==> src/rtl/pixel_writer_if.sv <==
// Memory-side write bus for pixel_writer (Avalon-MM style, write-only).
//   mem_write       request; held together with address/data while
//                   mem_waitrequest is high
//   mem_address     28-bit byte address
//   mem_writedata   32-bit write data
//   mem_byteenable  byte lanes in use
//   mem_waitrequest slave back-pressure
// Modports: master = pixel_writer, slave = memory interconnect.
interface pixel_writer_if;
  logic        mem_write;
  logic [27:0] mem_address;
  logic [31:0] mem_writedata;
  logic [3:0]  mem_byteenable;
  logic        mem_waitrequest;

  modport master (
    output mem_write, mem_address, mem_writedata, mem_byteenable,
    input  mem_waitrequest
  );

  modport slave (
    input  mem_write, mem_address, mem_writedata, mem_byteenable,
    output mem_waitrequest
  );
endinterface

==> src/rtl/pixel_writer.sv <==
// pixel_writer: framebuffer write stage behind the rasterizer.
// Buffers shaded pixels in a FIFO and drains them as single 32-bit
// writes; pulses done_out once a batch is completely written.
// Ports:
//   clock, reset           rising-edge clock, async active-low reset
//   pix_valid/addr/color   pixel input (word index + 24-bit RGB)
//   done_in                end-of-batch level from upstream
//   stall_out              upstream must stop issuing pixels
//   done_out               one-cycle pulse after the last write is accepted
//   overflow               sticky: a pixel was dropped on a full FIFO
//   mem                    memory write bus (pixel_writer_if.master)
//   pix_count              accepted-write counter, only with the
//                          PIXEL_WRITER_STATS_EN macro defined
module pixel_writer #(
  parameter int unsigned DEPTH   = 16,
  parameter int unsigned SKID    = 2,
  parameter logic [27:0] FB_BASE = 28'h0
) (
  input  logic                clock,
  input  logic                reset,
  input  logic                pix_valid,
  input  logic [25:0]         pix_addr,
  input  logic [23:0]         pix_color,
  input  logic                done_in,
  output logic                stall_out,
  output logic                done_out,
  output logic                overflow,
  pixel_writer_if.master      mem
`ifdef PIXEL_WRITER_STATS_EN
  ,
  output logic [31:0]         pix_count
`endif
);

  localparam int unsigned PW = $clog2(DEPTH);
  localparam int unsigned CW = PW + 1;
  localparam logic [CW-1:0] FULL_LVL  = CW'(DEPTH);
  localparam logic [CW-1:0] STALL_LVL = CW'(DEPTH - SKID);

  typedef enum logic [1:0] {S_RUN, S_DRAIN, S_DONE} state_t;

  state_t        state;
  logic          armed;
  logic [49:0]   fifo_mem [DEPTH];
  logic [PW-1:0] wr_ptr, rd_ptr;
  logic [CW-1:0] count;
  logic [49:0]   head;
  logic          out_valid;
  logic [27:0]   out_addr;
  logic [31:0]   out_data;

  logic full, empty, push, pop, accept;

  assign head   = fifo_mem[rd_ptr];
  assign full   = (count == FULL_LVL);
  assign empty  = (count == '0);
  assign push   = pix_valid && !full && (state == S_RUN);
  assign accept = out_valid && !mem.mem_waitrequest;
  // Output register refills whenever it is free or emptying this cycle.
  assign pop    = !empty && (!out_valid || accept);

  assign stall_out          = (count >= STALL_LVL) || (state != S_RUN);
  assign mem.mem_write      = out_valid;
  assign mem.mem_address    = out_addr;
  assign mem.mem_writedata  = out_data;
  assign mem.mem_byteenable = out_valid ? 4'b0111 : 4'b0000;

  always_ff @(posedge clock) begin
    if (push) fifo_mem[wr_ptr] <= {pix_addr, pix_color};
  end

  always_ff @(posedge clock or negedge reset) begin
    if (!reset) begin
      wr_ptr    <= '0;
      rd_ptr    <= '0;
      count     <= '0;
      out_valid <= 1'b0;
      out_addr  <= '0;
      out_data  <= '0;
      overflow  <= 1'b0;
    end else begin
      if (push) wr_ptr <= wr_ptr + 1'b1;
      if (pop) begin
        rd_ptr    <= rd_ptr + 1'b1;
        out_valid <= 1'b1;
        out_addr  <= FB_BASE + {head[49:24], 2'b00};
        out_data  <= {8'h00, head[23:0]};
      end else if (accept) begin
        out_valid <= 1'b0;
      end
      case ({push, pop})
        2'b10:   count <= count + 1'b1;
        2'b01:   count <= count - 1'b1;
        default: count <= count;
      endcase
      if (pix_valid && full) overflow <= 1'b1;
    end
  end

  // armed re-opens done_in detection only after done_in has been seen low.
  always_ff @(posedge clock or negedge reset) begin
    if (!reset) begin
      state    <= S_RUN;
      armed    <= 1'b1;
      done_out <= 1'b0;
    end else begin
      if (!done_in) armed <= 1'b1;
      case (state)
        S_RUN: begin
          done_out <= 1'b0;
          if (done_in && armed) begin
            state <= S_DRAIN;
            armed <= 1'b0;
          end
        end
        S_DRAIN: begin
          // Leave as soon as the final write is accepted so done_out
          // appears in the very next cycle.
          if (empty && (!out_valid || accept)) begin
            state    <= S_DONE;
            done_out <= 1'b1;
          end
        end
        S_DONE: begin
          state    <= S_RUN;
          done_out <= 1'b0;
        end
        default: begin
          state    <= S_RUN;
          done_out <= 1'b0;
        end
      endcase
    end
  end

`ifdef PIXEL_WRITER_STATS_EN
  always_ff @(posedge clock or negedge reset) begin
    if (!reset)      pix_count <= '0;
    else if (accept) pix_count <= pix_count + 32'd1;
  end
`endif

endmodule
==> src/flat_wrapper.sv <==
// flat-port wrapper written by rule: the top's interface ports become plain ports
module pixel_writer_flat 
#(
  parameter int unsigned DEPTH   = 16,
  parameter int unsigned SKID    = 2,
  parameter logic [27:0] FB_BASE = 28'h0
)
  (clock, reset, pix_valid, pix_addr, pix_color, done_in, stall_out, done_out, overflow, mem_mem_write, mem_mem_address, mem_mem_writedata, mem_mem_byteenable, mem_mem_waitrequest);
  pixel_writer_if mem_i ();
  input  logic clock;
  input  logic reset;
  input  logic pix_valid;
  input  logic [25:0] pix_addr;
  input  logic [23:0] pix_color;
  input  logic done_in;
  output logic stall_out;
  output logic done_out;
  output logic overflow;
  output wire logic [$bits(mem_i.mem_write)-1:0] mem_mem_write;
  output wire logic [$bits(mem_i.mem_address)-1:0] mem_mem_address;
  output wire logic [$bits(mem_i.mem_writedata)-1:0] mem_mem_writedata;
  output wire logic [$bits(mem_i.mem_byteenable)-1:0] mem_mem_byteenable;
  input wire logic [$bits(mem_i.mem_waitrequest)-1:0] mem_mem_waitrequest;
  assign mem_mem_write = mem_i.mem_write;
  assign mem_mem_address = mem_i.mem_address;
  assign mem_mem_writedata = mem_i.mem_writedata;
  assign mem_mem_byteenable = mem_i.mem_byteenable;
  assign mem_i.mem_waitrequest = mem_mem_waitrequest;
  pixel_writer #(.DEPTH(DEPTH), .SKID(SKID), .FB_BASE(FB_BASE)) u_core (.clock(clock), .reset(reset), .pix_valid(pix_valid), .pix_addr(pix_addr), .pix_color(pix_color), .done_in(done_in), .stall_out(stall_out), .done_out(done_out), .overflow(overflow), .mem(mem_i));
endmodule
==> config.mk <==
export PLATFORM = sky130hd
export DESIGN_NAME = pixel_writer_flat
export DESIGN_NICKNAME = d
export VERILOG_FILES = /design/src/rtl/pixel_writer_if.sv /design/src/rtl/pixel_writer.sv /design/src/flat_wrapper.sv
export SDC_FILE = /design/constraint.sdc
export NUM_CORES = 1
export LEC_CHECK = 0
export BUFFER_PORTS_ARGS = -buffer_cell sky130_fd_sc_hd__buf_2
export CORE_AREA = 2 2 205 308
export DETAILED_ROUTE_END_ITERATION = 6
export DIE_AREA = 0 0 207 310
export HOLD_SLACK_MARGIN = 0.15
export PLACE_DENSITY = 0.74
export SKIP_LAST_GASP = 1
export SYNTH_ARGS = -nofsm -noshare
export SYNTH_HDL_FRONTEND = slang
export SYNTH_SLANG_ARGS = --single-unit
==> constraint.sdc <==
create_clock -name clock -period 2.9 [get_ports clock]
set_input_delay 0.58 -clock clock [delete_from_list [all_inputs] [get_ports clock]]
set_output_delay 0.58 -clock clock [all_outputs]
set_load 0.01 [all_outputs]
==> results.toml, run 1 <==
[critical_path]
r2r_slack_ns = 0.18
worstPathRequired_ns = 3.42
worstReg2RegStart = "u_core.count[1]$_DFFE_PN0P_"
rr_endpoint = "u_core.count[4]$_DFFE_PN0P_"
crit_fanout = 10
r2r_cells = 11
critPathKind = "register to register"
crit_path_start = "u_core.count[1]$_DFFE_PN0P_"
crit_slowest_cell = "dfrtp_1"
arrival_ns = 3.24
end_kind = "register"
worstSetupEndpoint = "u_core.count[4]$_DFFE_PN0P_"
crit_chain = "nor4_2, nand2_1, and3_1, inv_2, ha_2, xor2_1, ha_2, a211o_1, nand3_1, a21oi_1, xor2_1"
critical-path-max-stage-delay_ns = 0.50
cp-start-kind = "register"

[pwr]
power_density_nw_per_um2 = 915
finalPower_w = 0.0345
power_leakage_nw = 12.0
irDropWorstVdd_v = 0.000781

[sta]
fmax_ghz = 0.368
finalSetupViolCount = 0
worstMarginPinSlew_ns = 0.949
grt_setup_unrepaired = "no"
final.setup.tns_ns = 0
finalMaxSlewViolations = 0
slew-limit-headroom_pct = 36.7
min_period_ns = 2.72
finalCritPeriodShare_pct = 93.7
hold_viol_final = 0
fin_skew_ns = 0.0218

[yosys]
synth_ff_type = "edfxtp_1"
ys_seq_area_share_pct = 76.7
synth_cell_types = 43
synth-edff-count = 800
yosysWarnings = 0
async_reset_ff_share_pct = 7.94
postSynthAreaPerCell_sq_um = 23.0
ys_ff_latch = 869
synth_cells = 1456
synth_area_sq_um = 33600

[drt]
num_vias = 15257
wl_um = 69500
drt_iter0_drc = 1406
drtAntennaViolNets = 0
wl_per_cell_um = 28.1
drc = 0
drt-pass1-iter-count = 5
vias_per_cell = 6.17

[cts]
htree_levels = 3
cts_setup_buffers = 0
cts_tree = "yes"
clk_pin_slew_ns = 0.06
cts_buffers = 74
cts.sinks = 869
cts-root-buf = "clkbuf_16"
clk_path_buf_depth = 3
insertion_delay_ns = 0.62

[grt]
top_usage_layer = "met2"
grt_pass1_wl_um = 105000
use_met3_pct = 3.08
grt_max_degree = 89
globalRouteMet1Util_pct = 27.4
grtUsageMet2_pct = 39.4
overflow = 0
grt_pass1_vias = 16363
antenna_found_initial = 4
track_usage_pct = 22.0

[hold_path]
hp-start = "pix_valid"
whs_path_depth = 2
hp-class = "input pin to register"

[place]
port_buffers = 111
dpl.hpwl_um = 37600
gp_congestion = 0.785

[floorplan]
chipHeight_um = 310
die-width_um = 207
pin_count = 123
core_sq_um = 61700
num_rows = 112
die_area_sq_um = 64200
start_util_pct = 54.4

[run_status]
status = "finished clean"

[flow_run]
drv_cap = 0

[final_layout]
drive_above_1_share_pct = 39.7
fillers = 4116
fin_nets = 1677
area_growth_pct = 12.4
[metal layers]
metal | routed length [um] | vias to the layer above
met4 | 2200 | 4
met1 | 26200 | 8126
met5 | 25 | -
met2 | 37500 | 564
met3 | 3560 | 135
li1 | - | 6428
[state kept, by name, indices dropped and copies added (netlist names)]
register,flops
u_core.done_out,1
u_core.mem.mem_address,26
u_core.mem.mem_writedata,24
u_core.rd_ptr,4
u_core.armed,1
u_core.count,5
u_core.mem.mem_write,1
u_core.state,2
u_core.wr_ptr,4
u_core.fifo_mem,800
u_core.overflow,1
[stage by stage]
step                      worst slack, ns  instance area (sq um)  cells  util, %  hold slack (ns)
after floorplan                    0.0123                  33600   1466        -            0.284
final                               0.182                  37700   2472     61.2            0.248
after detailed placement           0.0538                  35300   2334     57.2            0.485
after CTS                          0.0332                  37700   2471     61.2            0.219
after global routing               0.0365                  37700   2472     61.2            0.244
after global placement              0.210                  35300   2334     57.2            0.472
[area by class of cell]
cell class / count / area, sq um / area share [%]
Antenna cell: 1 / 2.50 / 0.00663
Clock buffer: 98 / 2080 / 5.50
Clock inverter: 37 / 332 / 0.879
Inverter: 4 / 15.0 / 0.0398
Multi-Input combinational cell: 496 / 7160 / 19.0
Sequential cell: 869 / 25800 / 68.3
Tap cell: 798 / 998 / 2.65
Timing Repair Buffer: 169 / 1390 / 3.67
[kinds of logic after synthesis]
logic type,count (synthesis),share of synthesized area [%]
AOI/OAI and AO/OA,164,4.41
xor gates and xnor gates,12,0.313
adders and majority gates,8,0.298
buffers and inverters,101,2.15
DFF,869,76.7
muxes,252,15.2
other,1,0.0112
and+or+nand+nor,49,0.902
[cell usage in the layout (no fill, tap or decap), types with 3 or more instances in the layout]
master	instances
clkinv_2	17
buf_12	31
buf_2	110
a21oi_2	49
nor3b_1	3
nor2_1	4
clkbuf_8	7
dfrtp_1	65
conb_1	11
clkinvlp_4	4
mux2_2	51
clkbuf_16	77
xnor2_1	7
a211o_1	3
and2_2	16
clkinv_1	6
mux4_2	200
o21ai_0	3
nand2_1	7
ha_1	6
o22ai_2	50
clkinv_4	3
o22ai_1	50
edfxtp_1	800
a21oi_1	6
nand3_1	3
xor2_1	5
bufinv_16	5
clkbuf_1	14
buf_4	26
[worst max-delay path: cells and delay by family, from the launching register on]
kind	cells	cell delay, ns
flops	1	0.50
fa+ha+maj	2	0.50
xor+xnor	2	0.33
buf+inv	1	0.15
compound gates	2	0.31
simple gates	4	0.84
[cell usage after synthesis, drive strengths merged (2+ instances only)]
| cell type | instances | area share [%] |
|---|---|---|
| edfxtp | 800 | 72 |
| mux4 | 200 | 13 |
| o22ai | 100 | 2.8 |
| buf | 71 | 1.8 |
| dfrtp | 68 | 5.1 |
| a21oi | 55 | 1.4 |
| mux2 | 52 | 1.8 |
| clkbuf | 26 | 0.29 |
| and2 | 16 | 0.30 |
| ha | 8 | 0.30 |
| nand2 | 8 | 0.14 |
| xnor2 | 7 | 0.18 |
| xor2 | 5 | 0.13 |
| inv | 4 | 0.045 |
| nor2 | 4 | 0.045 |
| nor3b | 4 | 0.10 |
| o21ai | 4 | 0.060 |
| a211o | 3 | 0.078 |
| nand3 | 3 | 0.045 |
| and3 | 2 | 0.037 |
| nand4 | 2 | 0.037 |
| nor2b | 2 | 0.037 |
| nor3 | 2 | 0.030 |
| nor4 | 2 | 0.037 |
[repair_timing]
| item | 4_1_cts | 5_1_grt |
|---|---|---|
| endpoints found under the setup margin | 0 | 2 |
| gates resized for setup | 0 | 2 |
| hold endpoints to repair | 35 | 0 |
| hold buffers | 2 | 0 |
[worst min-delay path by stage]
stage                                              to  slack (ns)
after floorplan           u_core.count[0]$_DFFE_PN0P_        0.28
after global placement         u_core.armed$_DFF_PN1_        0.47
after detailed placement  u_core.overflow$_DFFE_PN0P_        0.48
after CTS                 u_core.overflow$_DFFE_PN0P_        0.22
after global routing      u_core.overflow$_DFFE_PN0P_        0.24
final                     u_core.overflow$_DFFE_PN0P_        0.25
[power breakdown]
group | switching, W | total (W) | leakage [nW] | internal (W)
Sequential | 0.000628 | 0.0152 | 7.96 | 0.0145
Combinational | 0.00479 | 0.00953 | 2.90 | 0.00474
Clock | 0.00430 | 0.00981 | 1.18 | 0.00552
Total | 0.00971 | 0.0345 | 12.0 | 0.0248
Power figures use the tool's default switching activity.
==> inputs of run 2 (changes only) <==
--- a/config.mk
+++ b/config.mk
@@ -6,11 +6,14 @@
 export NUM_CORES = 1
 export LEC_CHECK = 0
 export BUFFER_PORTS_ARGS = -buffer_cell sky130_fd_sc_hd__buf_2
-export CORE_AREA = 2 2 205 308
+export CELL_PAD_IN_SITES_DETAIL_PLACEMENT = 0
+export CELL_PAD_IN_SITES_GLOBAL_PLACEMENT = 1
+export CORE_AREA = 2 2 215 323
 export DETAILED_ROUTE_END_ITERATION = 6
-export DIE_AREA = 0 0 207 310
+export DIE_AREA = 0 0 217 325
+export GPL_ROUTABILITY_DRIVEN = 1
 export HOLD_SLACK_MARGIN = 0.15
-export PLACE_DENSITY = 0.74
+export PLACE_DENSITY_LB_ADDON = 0.1
 export SKIP_LAST_GASP = 1
 export SYNTH_ARGS = -nofsm -noshare
 export SYNTH_HDL_FRONTEND = slang
==> run 2 against run 1 <==
Compared with the run above:
- via count fell by 0.78%
- worst setup slack gained 0.088 ns
- clock skew about the same
- largest cell class unchanged
- hold slack lost 0.029 ns
- non-clock buffer count is 8 higher
- die area rose by 9.9%
- final area grew 1.2%
- highest routed layer unchanged
- critical path type unchanged
- utilization is 4.8 points lower
- critical path depth shrank 4
- count of clock-buffer cells in the layout is 9 higher
==> results.toml, run 2 (same netlist as run 1, synthesis figures left out) <==
[sta]
slew-limit-headroom_pct = 50.1
finalCritPeriodShare_pct = 90.7
worst_slack_ns = 0.270
grt_setup_unrepaired = "no"
worstMarginPinSlew_ns = 0.748
finalMaxSlewViolations = 0
hold_viol_final = 0
min_period_ns = 2.63
final.setup.tns_ns = 0
fmax_ghz = 0.380
finalSetupViolCount = 0
fin_skew_ns = 0.0213

[final_layout]
layout_commonest_cell = "edfxtp_1"
largest_register_ff_count = 800
final_cell_mix = "edfxtp_1 (800), mux4_2 (200), buf_2 (110), clkbuf_16 (84), dfrtp_1 (65)"
area_growth_pct = 13.7
design_area_sq_um = 38200
fin_nets = 1691
fillers = 5100
n_antenna_cell = 0
multiInputGateArea_sq_um = 7170
drive_above_1_share_pct = 39.5
regMostFlops = "u_core.fifo_mem"
seq_area_sq_um = 25800
fin_util_pct = 56.4

[pwr]
p_clk_share_pct = 29.2
p_comb_share_pct = 27.3
power_leakage_nw = 12.2
swShare_pct = 28.4
pwr-share-seq_pct = 43.6
irDropWorstVdd_v = 0.000558
intPower_w = 0.0251
switching_power_w = 0.00994
power_density_nw_per_um2 = 919

[floorplan]
num_rows = 117
die_area_sq_um = 70500
chipHeight_um = 325
start_util_pct = 49.6
die-width_um = 217
pin_count = 123
core_sq_um = 67600

[grt]
grt_max_degree = 51
overflow = 0
track_usage_pct = 20.8
grt_pass1_vias = 16449
antenna_found_initial = 3
grt_pass1_wl_um = 108000

[place]
gp_congestion = 0.710
port_buffers = 111
dpl.hpwl_um = 40100
dp_slack_ns = 0.262
place_area_sq_um = 35600

[critical_path]
end_kind = "register"
r2r_cells = 7
crit_fanout = 19
critical-path-max-stage-delay_ns = 0.53
crit_chain = "nor4_2, nand2_1, and3_1, inv_2, nor3b_1, and2_4, buf_4"
crit_slowest_cell = "dfrtp_1"
worstPathRequired_ns = 3.18
r2r_slack_ns = 0.27
cp-start-kind = "register"
arrival_ns = 2.91
rr_endpoint = "u_core.fifo_mem[8][14]$_DFFE_PP_"
critPathKind = "register to register"
worstReg2RegStart = "u_core.count[1]$_DFFE_PN0P_"

[run_status]
status = "finished clean"

[drt]
drtAntennaViolNets = 0
wl_per_cell_um = 27.7
drc = 0
wl_um = 71500
vias_per_cell = 5.86
drt-pass1-iter-count = 5
num_vias = 15138
drt_iter0_drc = 1128

[hold_path]
hold_end = "u_core.overflow$_DFFE_PN0P_"
whs_path_depth = 2
hp-start = "pix_valid"
hp-class = "input pin to register"

[cts]
insertion_delay_ns = 0.63
htree_levels = 3
clk_path_buf_depth = 3
cts_setup_buffers = 0
cts.sinks = 869
clk_pin_slew_ns = 0.06
cts-root-buf = "clkbuf_16"
cts_tree = "yes"
cts_buffers = 80

[flow_run]
drv_cap = 0
[run 2: cell types whose count changed in the layout (fill, tap and decap cells not counted), sizes merged, moves of 2 or more]
| cell | change |
|---|---|
| buf | +8 |
| clkbuf | +9 |
| bufinv | -2 |
| clkinv | +7 |
| clkinvlp | -3 |
[run 2: how the worst max path moves through the flow]
stage / from / end / slack (ns) / cells past startpoint
after floorplan: u_core.count[2]$_DFFE_PN0P_ / u_core.count[4]$_DFFE_PN0P_ / 0.01 / 13
after global placement: u_core.count[1]$_DFFE_PN0P_ / u_core.count[4]$_DFFE_PN0P_ / 0.29 / 11
after detailed placement: u_core.count[1]$_DFFE_PN0P_ / u_core.fifo_mem[11][18]$_DFFE_PP_ / 0.26 / 7
after CTS: u_core.count[1]$_DFFE_PN0P_ / u_core.count[4]$_DFFE_PN0P_ / 0.25 / 11
after global routing: u_core.count[1]$_DFFE_PN0P_ / u_core.count[4]$_DFFE_PN0P_ / 0.03 / 11
final: u_core.count[1]$_DFFE_PN0P_ / u_core.fifo_mem[8][14]$_DFFE_PP_ / 0.27 / 7
[run 2: final cells by class]
class	count	area share, %
Clock buffer	107	5.97
Clock inverter	38	0.688
Inverter	4	0.0393
Multi-Input combinational cell	496	18.8
Sequential cell	869	67.5
Tap cell	892	2.92
Timing Repair Buffer	177	4.08
[run 2: power groups by stage]
stage,Combinational (W),Clock (W),Sequential (W)
4_1_cts,0.00981,0.0105,0.0153
2_1_floorplan,0.00727,0,0.0153
6_report,0.00956,0.0102,0.0153
3_3_place_gp,0.00971,0,0.0155
5_1_grt,0.0103,0.0109,0.0154
3_5_place_dp,0.00979,0,0.0156
[run 2: repair_timing]
action,4_1_cts,5_1_grt
endpoints found under the setup margin,0,1
hold buffers,2,0
gates resized for setup,0,1
hold endpoints to repair,24,0
[run 2: routing by layer]
metal	part of all wire (%)	track usage (%)
met3	4.5	3.33
met4	1.9	5.61
met5	0.048	0
met1	41	27.5
met2	52	36.1
[run 2: worst max-delay path, delay by kind of cell, from the launching register on]
| kind | cells | cell delay, ns |
|---|---|---|
| AND/OR/NAND/NOR | 5 | 1.26 |
| flip-flops | 1 | 0.53 |
| buffers and inverters | 2 | 0.48 |
[run 2: metrics by stage]
stage          hold WS (ns)  std cells  power [W]
6_report              0.220       2583     0.0351
5_1_grt               0.216       2583     0.0366
4_1_cts               0.179       2583     0.0356
3_5_place_dp          0.457       2436     0.0253
3_3_place_gp          0.472       2436     0.0252
2_1_floorplan         0.284       1466     0.0226
